$ cat src/rtl/rx_ocp_master.sv
// rx_ocp_master: converts PCIe TLP beats (header slices and data beats) into
// single-beat OCP commands: one RD command per read TLP, one WR command per
// data DW of a write TLP.
// Ports:
//   rx_clk, rx_reset          clock, async active-high reset
//   rx_data/rx_valid/rx_ready AXI beat from the PCIe core (taken on valid&&ready)
//   ocp_reg_ctl               slice select for the current beat (H1/H2/DATA3/DATA4)
//   optype                    {has data, 4DW header} of the captured TLP
//   ocp_ready                 room for another 2-DW data beat
//   MCmd/MAddr/MData/MByteEn/MBurstLength, SCmdAccept   OCP master port
//   hdr_overrun               pulse when an H1 beat arrives while busy
module rx_ocp_master #(
   parameter int unsigned DATA_W = 64
) (
   input  logic              rx_clk,
   input  logic              rx_reset,
   input  logic [DATA_W-1:0] rx_data,
   input  logic              rx_valid,
   input  logic              rx_ready,
   input  logic [2:0]        ocp_reg_ctl,
   output logic [1:0]        optype,
   output logic              ocp_ready,
   output logic [2:0]        MCmd,
   output logic [63:0]       MAddr,
   output logic [31:0]       MData,
   output logic [3:0]        MByteEn,
   output logic [10:0]       MBurstLength,
   input  logic              SCmdAccept,
   output logic              hdr_overrun
);

   localparam int unsigned ADDR_W  = 64;
   localparam int unsigned DW_W    = 32;
   localparam int unsigned LEN_W   = 11;
   localparam int unsigned DEPTH   = 4;

   localparam logic [2:0] CTL_H1 = 3'b001;
   localparam logic [2:0] CTL_H2 = 3'b010;
   localparam logic [2:0] CTL_D3 = 3'b011;
   localparam logic [2:0] CTL_D4 = 3'b100;

   localparam logic [2:0] CMD_IDLE = 3'b000;
   localparam logic [2:0] CMD_WR   = 3'b001;
   localparam logic [2:0] CMD_RD   = 3'b010;

   typedef enum logic [1:0] {
      ST_IDLE = 2'd0,
      ST_RD   = 2'd1,
      ST_WR   = 2'd2
   } state_t;

   state_t             state_q, state_d;
   logic [1:0]         optype_q, optype_d;
   logic [LEN_W-1:0]   len_q, len_d;        // total DWs (1..1024)
   logic [LEN_W-1:0]   remain_q, remain_d;  // DWs not yet issued on OCP
   logic [LEN_W-1:0]   pend_q, pend_d;      // DWs not yet pushed into the FIFO
   logic [3:0]         fbe_q, fbe_d, lbe_q, lbe_d;
   logic [ADDR_W-1:0]  addr_q, addr_d;
   logic [DW_W-1:0]    mem_q [DEPTH];
   logic [DW_W-1:0]    mem_d [DEPTH];
   logic [1:0]         wr_ptr_q, wr_ptr_d, rd_ptr_q, rd_ptr_d;
   logic [2:0]         cnt_q, cnt_d;
   logic [2:0]         mcmd_q, mcmd_d;
   logic [ADDR_W-1:0]  maddr_q, maddr_d;
   logic [DW_W-1:0]    mdata_q, mdata_d;
   logic [3:0]         mbe_q, mbe_d;
   logic [LEN_W-1:0]   mbl_q, mbl_d;
   logic               ovr_q, ovr_d;
   logic               ordy_q, ordy_d;

   logic               take;
   logic [1:0]         n_push;
   logic               pop;
   logic [DW_W-1:0]    push0, push1;

   assign take = rx_valid && rx_ready;

   // Header capture, FIFO bookkeeping, FSM and next OCP outputs
   always_comb begin
      state_d  = state_q;
      optype_d = optype_q;
      len_d    = len_q;
      remain_d = remain_q;
      pend_d   = pend_q;
      fbe_d    = fbe_q;
      lbe_d    = lbe_q;
      addr_d   = addr_q;
      mem_d    = mem_q;
      ovr_d    = 1'b0;
      n_push   = 2'd0;
      pop      = 1'b0;
      push0    = rx_data[31:0];
      push1    = rx_data[63:32];

      if (take) begin
         case (ocp_reg_ctl)
            CTL_H1: begin
               if (state_q == ST_IDLE) begin
                  optype_d = rx_data[30:29];
                  fbe_d    = rx_data[35:32];
                  lbe_d    = rx_data[39:36];
                  len_d    = (rx_data[9:0] == 10'd0) ? 11'd1024 : {1'b0, rx_data[9:0]};
                  remain_d = len_d;
                  pend_d   = len_d;
               end else begin
                  ovr_d = 1'b1;
               end
            end
            CTL_H2: begin
               if (state_q == ST_IDLE) begin
                  if (optype_q[0]) begin
                     addr_d = {rx_data[31:0], rx_data[63:34], 2'b00};
                  end else begin
                     addr_d = {32'h0, rx_data[31:2], 2'b00};
                     // 3DW write: the upper half of H2 already carries DW0
                     if (optype_q[1] && pend_q != 11'd0) begin
                        n_push = 2'd1;
                        push0  = rx_data[63:32];
                     end
                  end
                  state_d = optype_q[1] ? ST_WR : ST_RD;
               end
            end
            CTL_D3, CTL_D4: begin
               // Surplus DWs past the TLP length are dropped
               if (state_q == ST_WR && pend_q != 11'd0)
                  n_push = (pend_q >= 11'd2) ? 2'd2 : 2'd1;
            end
            default: ;
         endcase
      end

      if (n_push != 2'd0)
         pend_d = pend_q - 11'(n_push);

      if (state_q == ST_RD && mcmd_q == CMD_RD && SCmdAccept)
         state_d = ST_IDLE;

      if (state_q == ST_WR && mcmd_q == CMD_WR && SCmdAccept) begin
         pop      = 1'b1;
         addr_d   = addr_q + 64'd4;
         remain_d = remain_q - 11'd1;
         if (remain_d == 11'd0)
            state_d = ST_IDLE;
      end

      if (n_push != 2'd0)
         mem_d[wr_ptr_q] = push0;
      if (n_push == 2'd2)
         mem_d[wr_ptr_q + 2'd1] = push1;

      wr_ptr_d = wr_ptr_q + n_push;
      rd_ptr_d = rd_ptr_q + 2'(pop);
      cnt_d    = cnt_q + 3'(n_push) - 3'(pop);

      // Outputs are computed from next state so they are registered yet
      // appear one cycle after H2 (RD) or the first push (WR).
      mcmd_d  = CMD_IDLE;
      maddr_d = '0;
      mdata_d = '0;
      mbe_d   = 4'h0;
      mbl_d   = '0;
      if (state_d == ST_RD) begin
         mcmd_d  = CMD_RD;
         maddr_d = addr_d;
         mbe_d   = fbe_d;
         mbl_d   = len_d;
      end else if (state_d == ST_WR && cnt_d != 3'd0) begin
         mcmd_d  = CMD_WR;
         maddr_d = addr_d;
         mdata_d = mem_d[rd_ptr_d];
         mbl_d   = 11'd1;
         if (remain_d == len_d)
            mbe_d = fbe_d;
         else if (remain_d == 11'd1)
            mbe_d = lbe_d;
         else
            mbe_d = 4'hF;
      end

      ordy_d = (cnt_d <= 3'd2) && (state_d != ST_RD);
   end

   // State and output registers
   always_ff @(posedge rx_clk or posedge rx_reset) begin
      if (rx_reset) begin
         state_q  <= ST_IDLE;
         optype_q <= 2'b00;
         len_q    <= '0;
         remain_q <= '0;
         pend_q   <= '0;
         fbe_q    <= 4'h0;
         lbe_q    <= 4'h0;
         addr_q   <= '0;
         for (int i = 0; i < int'(DEPTH); i++)
            mem_q[i] <= '0;
         wr_ptr_q <= 2'd0;
         rd_ptr_q <= 2'd0;
         cnt_q    <= 3'd0;
         mcmd_q   <= CMD_IDLE;
         maddr_q  <= '0;
         mdata_q  <= '0;
         mbe_q    <= 4'h0;
         mbl_q    <= '0;
         ovr_q    <= 1'b0;
         ordy_q   <= 1'b1;
      end else begin
         state_q  <= state_d;
         optype_q <= optype_d;
         len_q    <= len_d;
         remain_q <= remain_d;
         pend_q   <= pend_d;
         fbe_q    <= fbe_d;
         lbe_q    <= lbe_d;
         addr_q   <= addr_d;
         mem_q    <= mem_d;
         wr_ptr_q <= wr_ptr_d;
         rd_ptr_q <= rd_ptr_d;
         cnt_q    <= cnt_d;
         mcmd_q   <= mcmd_d;
         maddr_q  <= maddr_d;
         mdata_q  <= mdata_d;
         mbe_q    <= mbe_d;
         mbl_q    <= mbl_d;
         ovr_q    <= ovr_d;
         ordy_q   <= ordy_d;
      end
   end

   assign optype       = optype_q;
   assign ocp_ready    = ordy_q;
   assign MCmd         = mcmd_q;
   assign MAddr        = maddr_q;
   assign MData        = mdata_q;
   assign MByteEn      = mbe_q;
   assign MBurstLength = mbl_q;
   assign hdr_overrun  = ovr_q;

endmodule

$ cat config.mk
export PLATFORM = sky130hd
export DESIGN_NAME = rx_ocp_master
export DESIGN_NICKNAME = d
export VERILOG_FILES = /design/src/rtl/rx_ocp_master.sv
export SDC_FILE = /design/constraint.sdc
export NUM_CORES = 1
export LEC_CHECK = 0
export ABC_CLOCK_PERIOD_IN_PS = 15300
export CORE_ASPECT_RATIO = 1.25
export CORE_MARGIN = 1
export CORE_UTILIZATION = 55
export CTS_CLUSTER_SIZE = 40
export DETAILED_ROUTE_END_ITERATION = 8
export HOLD_SLACK_MARGIN = 0.05
export PLACE_DENSITY = 0.88
export SLEW_MARGIN = 20
export SYNTH_ARGS = -nofsm -noshare
export SYNTH_HDL_FRONTEND = slang
export SYNTH_SLANG_ARGS = --single-unit
$ cat constraint.sdc
create_clock -name rx_clk -period 15.3 [get_ports rx_clk]
set_input_delay 3.06 -clock rx_clk [delete_from_list [all_inputs] [get_ports rx_clk]]
set_output_delay 3.06 -clock rx_clk [all_outputs]
set_load 0.01 [all_outputs]
==> metrics <==
CP Capture Type=flop; Die X=160 um; vias in the first global route=14.8k; Tcrit/Tclk final=47.2%; reg-to-reg critical path startpoint=state_q[0]; # rows=72; clock skew=0.0150 ns; reg2reg end=MData[16]; clock sinks=roughly 360; hold_buf cts=0; total power draw=0.00343 W; synthesized area per cell=10.5 sq um; Total Nets Final=1863; unrepaired setup endpoints after global routing=false; Initial Util=55.7%; Layout area overhead=20.4%; Max IR drop VDD=0.000106 V; status=finished clean; largest family of logic cells by synthesized area=compound AO/OA/AOI/OAI gates; Worst R2R Setup Slack=10.38 ns; Final Hold Vio Count=0; # resized after CTS=0; Place WS=approximately 7.7 ns; Num CTS Buffers=36; Leak Pwr=roughly 9.0 nW; Met3 Wirelength=5570 um; unique cell type count in the Yosys netlist=78; Die Ht=around 200 um; mux share of post-synthesis cell area=under 10%; Setup violations, final=0; Post-DRT Antenna Nets=0; pin count of the biggest net entering global routing=approximately 150; maximum root-to-sink buffer count=3; metal1 wirelength=a little under 20000 um; Setup TNS Final=0 ns; drt pass-1 iters=9; H-tree level count=2; Mapped Cells=1646; register bit total from synthesis=359; Vias=15.1k; Syn Std Cell Area=17200 sq um; worst hold path class=flop to flop; initial antenna violation count=1; root buffer cell=clkbuf_16; Wirelength per Cell=approximately 25 um; top_reg_cell synth=dfrtp_1; later-pin clock latency in the skew report=0.54 ns; Worst Path Required=15.71 ns; drc violations=0; crit path max fanout=55; Min Clock Period, post-route=~7.2 ns; CP arrival=7.63 ns; Iter 0 DRT Violations=about 1.8k; Worst Setup Start Kind=primary input; Final Max Tran Viols=0; grt ovf=0; CP Class=primary input to flop; CORE AREA=30900 sq um; Worst Hold Path EP=addr_q[0]; die area=32000 sq um; top layer in use=met4; Net Count, Synth=between 1.5k and 2k; area post-placement=19400 sq um; hold path depth=1; Max-Cap Viols=0; first-pass GRT wire length=between 80000 and 90000 um; FFs w/ async S/R, synth=100%; IO Count=190; final wirelength=roughly 55000 um; sequential element share of the synthesized area=52.2%; hold_sp=addr_q[0]; Post-Synth Adder-Cell Area=0.959%; Reg clk slew, reported paths=around 0.060 ns; Buffers on Ports=188; CTS tree=done; Post-Synth XOR/XNOR Area=around 1.1%; Detail Placement HPWL=about 36000 um; Slew HR=22.3%; Post-CTS Setup Repair Bufs=0; GRT Overall Usage=35.0%; Power per Cell Area=166 nW/um^2; met2 routed WL=between 20000 and 30000 um; measured slew at the worst slew-check pin=1.17 ns; Simple-Gate Fraction of Synth Area=19.1%; layout cells sized above 1=under 10%; RD Place Congestion=0.949; Synth Area in Compound Gates=roughly a fifth; DR vias/cell=6.81; Post-synth EDFFs=0; reg2reg path depth=19; Ys Warns=0; cell area after layout=20700 sq um; Max Fclk=between 0.1 and 0.15 GHz; setup ws final=8.07 ns
cells by family (layout without fill, tap and decap cells):
| kind of cell | count (synthesis) | count (layout) |
|---|---|---|
| AO/OA/AOI/OAI | 436 | 436 |
| XOR/XNOR | 21 | 21 |
| adder cells (fa/ha/maj) | 12 | 12 |
| buffers and inverters | 171 | 330 |
| flip-flops | 359 | 359 |
| multiplexers | 42 | 42 |
| other | 1 | 2 |
| AND/OR/NAND/NOR | 604 | 604 |
cell type report:
type | count | area (sq um)
Inverter | 51 | 199
Clock buffer | 52 | 1030
Multi-Input combinational cell | 1116 | 7670
Fill cell | 2330 | 10200
Timing Repair Buffer | 215 | 2140
Antenna cell | 1 | 2.50
Sequential cell | 359 | 8990
Tap cell | 407 | 509
Clock inverter | 12 | 198
synth_stat cells, drive strengths merged (8+ instances only):
cell type,number,area [sq um]
a222oi,33,330
dfrtp,358,8960
xor2,8,70.1
and3,37,231
nor3,50,250
and2,145,907
inv,51,191
xnor2,12,105
a31oi,13,81.3
o211ai,11,82.6
o21ai,31,155
a21oi,77,397
nor2,63,239
nand2,154,578
nor2b,12,75.1
a22oi,18,135
mux2i,31,310
buf,31,158
ha,10,125
o22ai,11,68.8
a221o,110,1100
o21a,9,67.6
clkbuf,89,337
or4,10,78.8
nand3,35,175
a211oi,49,368
nor4,30,236
nand4,18,113
and4,9,78.8
a22o,16,140
mux2,11,124
cells in the final DEF (no fill, tap or decap), drive strengths merged, types with 12 or more instances in the layout:
cell type	instances
dfrtp	358
clkdlybuf4s50	188
nand2	154
and2	145
a221o	110
a21oi	77
nor2	63
inv	53
clkbuf	52
nor3	50
a211oi	49
and3	37
nand3	35
a222oi	33
o21ai	31
mux2i	31
nor4	30
buf	27
nand4	18
a22oi	18
a22o	16
a31oi	13
nor2b	12
xnor2	12
how the worst max path moves through the flow:
stage,startpoint,to,slack [ns],cells after the start
after floorplan,rx_reset,MAddr[0],2.28,1
after global placement,SCmdAccept,MData[20],7.83,20
after detailed placement,SCmdAccept,MData[24],7.66,20
after CTS,SCmdAccept,MData[16],8.19,20
after global routing,SCmdAccept,MData[16],7.78,20
final,SCmdAccept,MData[16],8.07,20
state kept, by name (all words and copies together) (netlist names), 11 cells and up:
name	flops
mem_q	128
MAddr	64
MData	32
len_q	11
remain_q	11
MBurstLength	11
pend_q	11
addr_q	64
report_power, final:
group | switching (W) | internal (W) | total, W
registers | 0.000144 | 0.00122 | 0.00136
logic | 0.000631 | 0.000502 | 0.00113
clock network | 0.000381 | 0.000556 | 0.000937
per-stage QoR:
step | util [%] | hold slack (ns) | cells
floorplan | - | 0.435 | 1646
global placement | 62.9 | 0.452 | 2146
finish | 67.1 | 0.473 | 2213
CTS | 66.9 | 0.478 | 2210
global route | 67.1 | 0.487 | 2212
detailed placement | 62.9 | 0.465 | 2146
critical path, stage by stage:
cell and delay [ns]:
clkdlybuf4s50_1 0.51, and3b_1 0.33, nand2_1 0.09, buf_4 0.32
inv_2 0.09, buf_4 0.52, ha_1 0.34, inv_1 0.05
ha_1 0.13, inv_1 0.05, fa_1 0.37, xnor3_1 0.23
nor3_1 0.16, nor3_1 0.06, nand2_1 0.23, inv_2 0.11
and3_1 0.19, buf_4 0.26, a222oi_1 0.35, nand2_1 0.12
per-layer routing:
metal	global-route usage [%]	vias up
li1	-	6452
met1	44.1	7319
met2	55.6	1072
met3	5.87	226
met4	24.6	0
met5	0	-
Power figures use the tool's default switching activity.
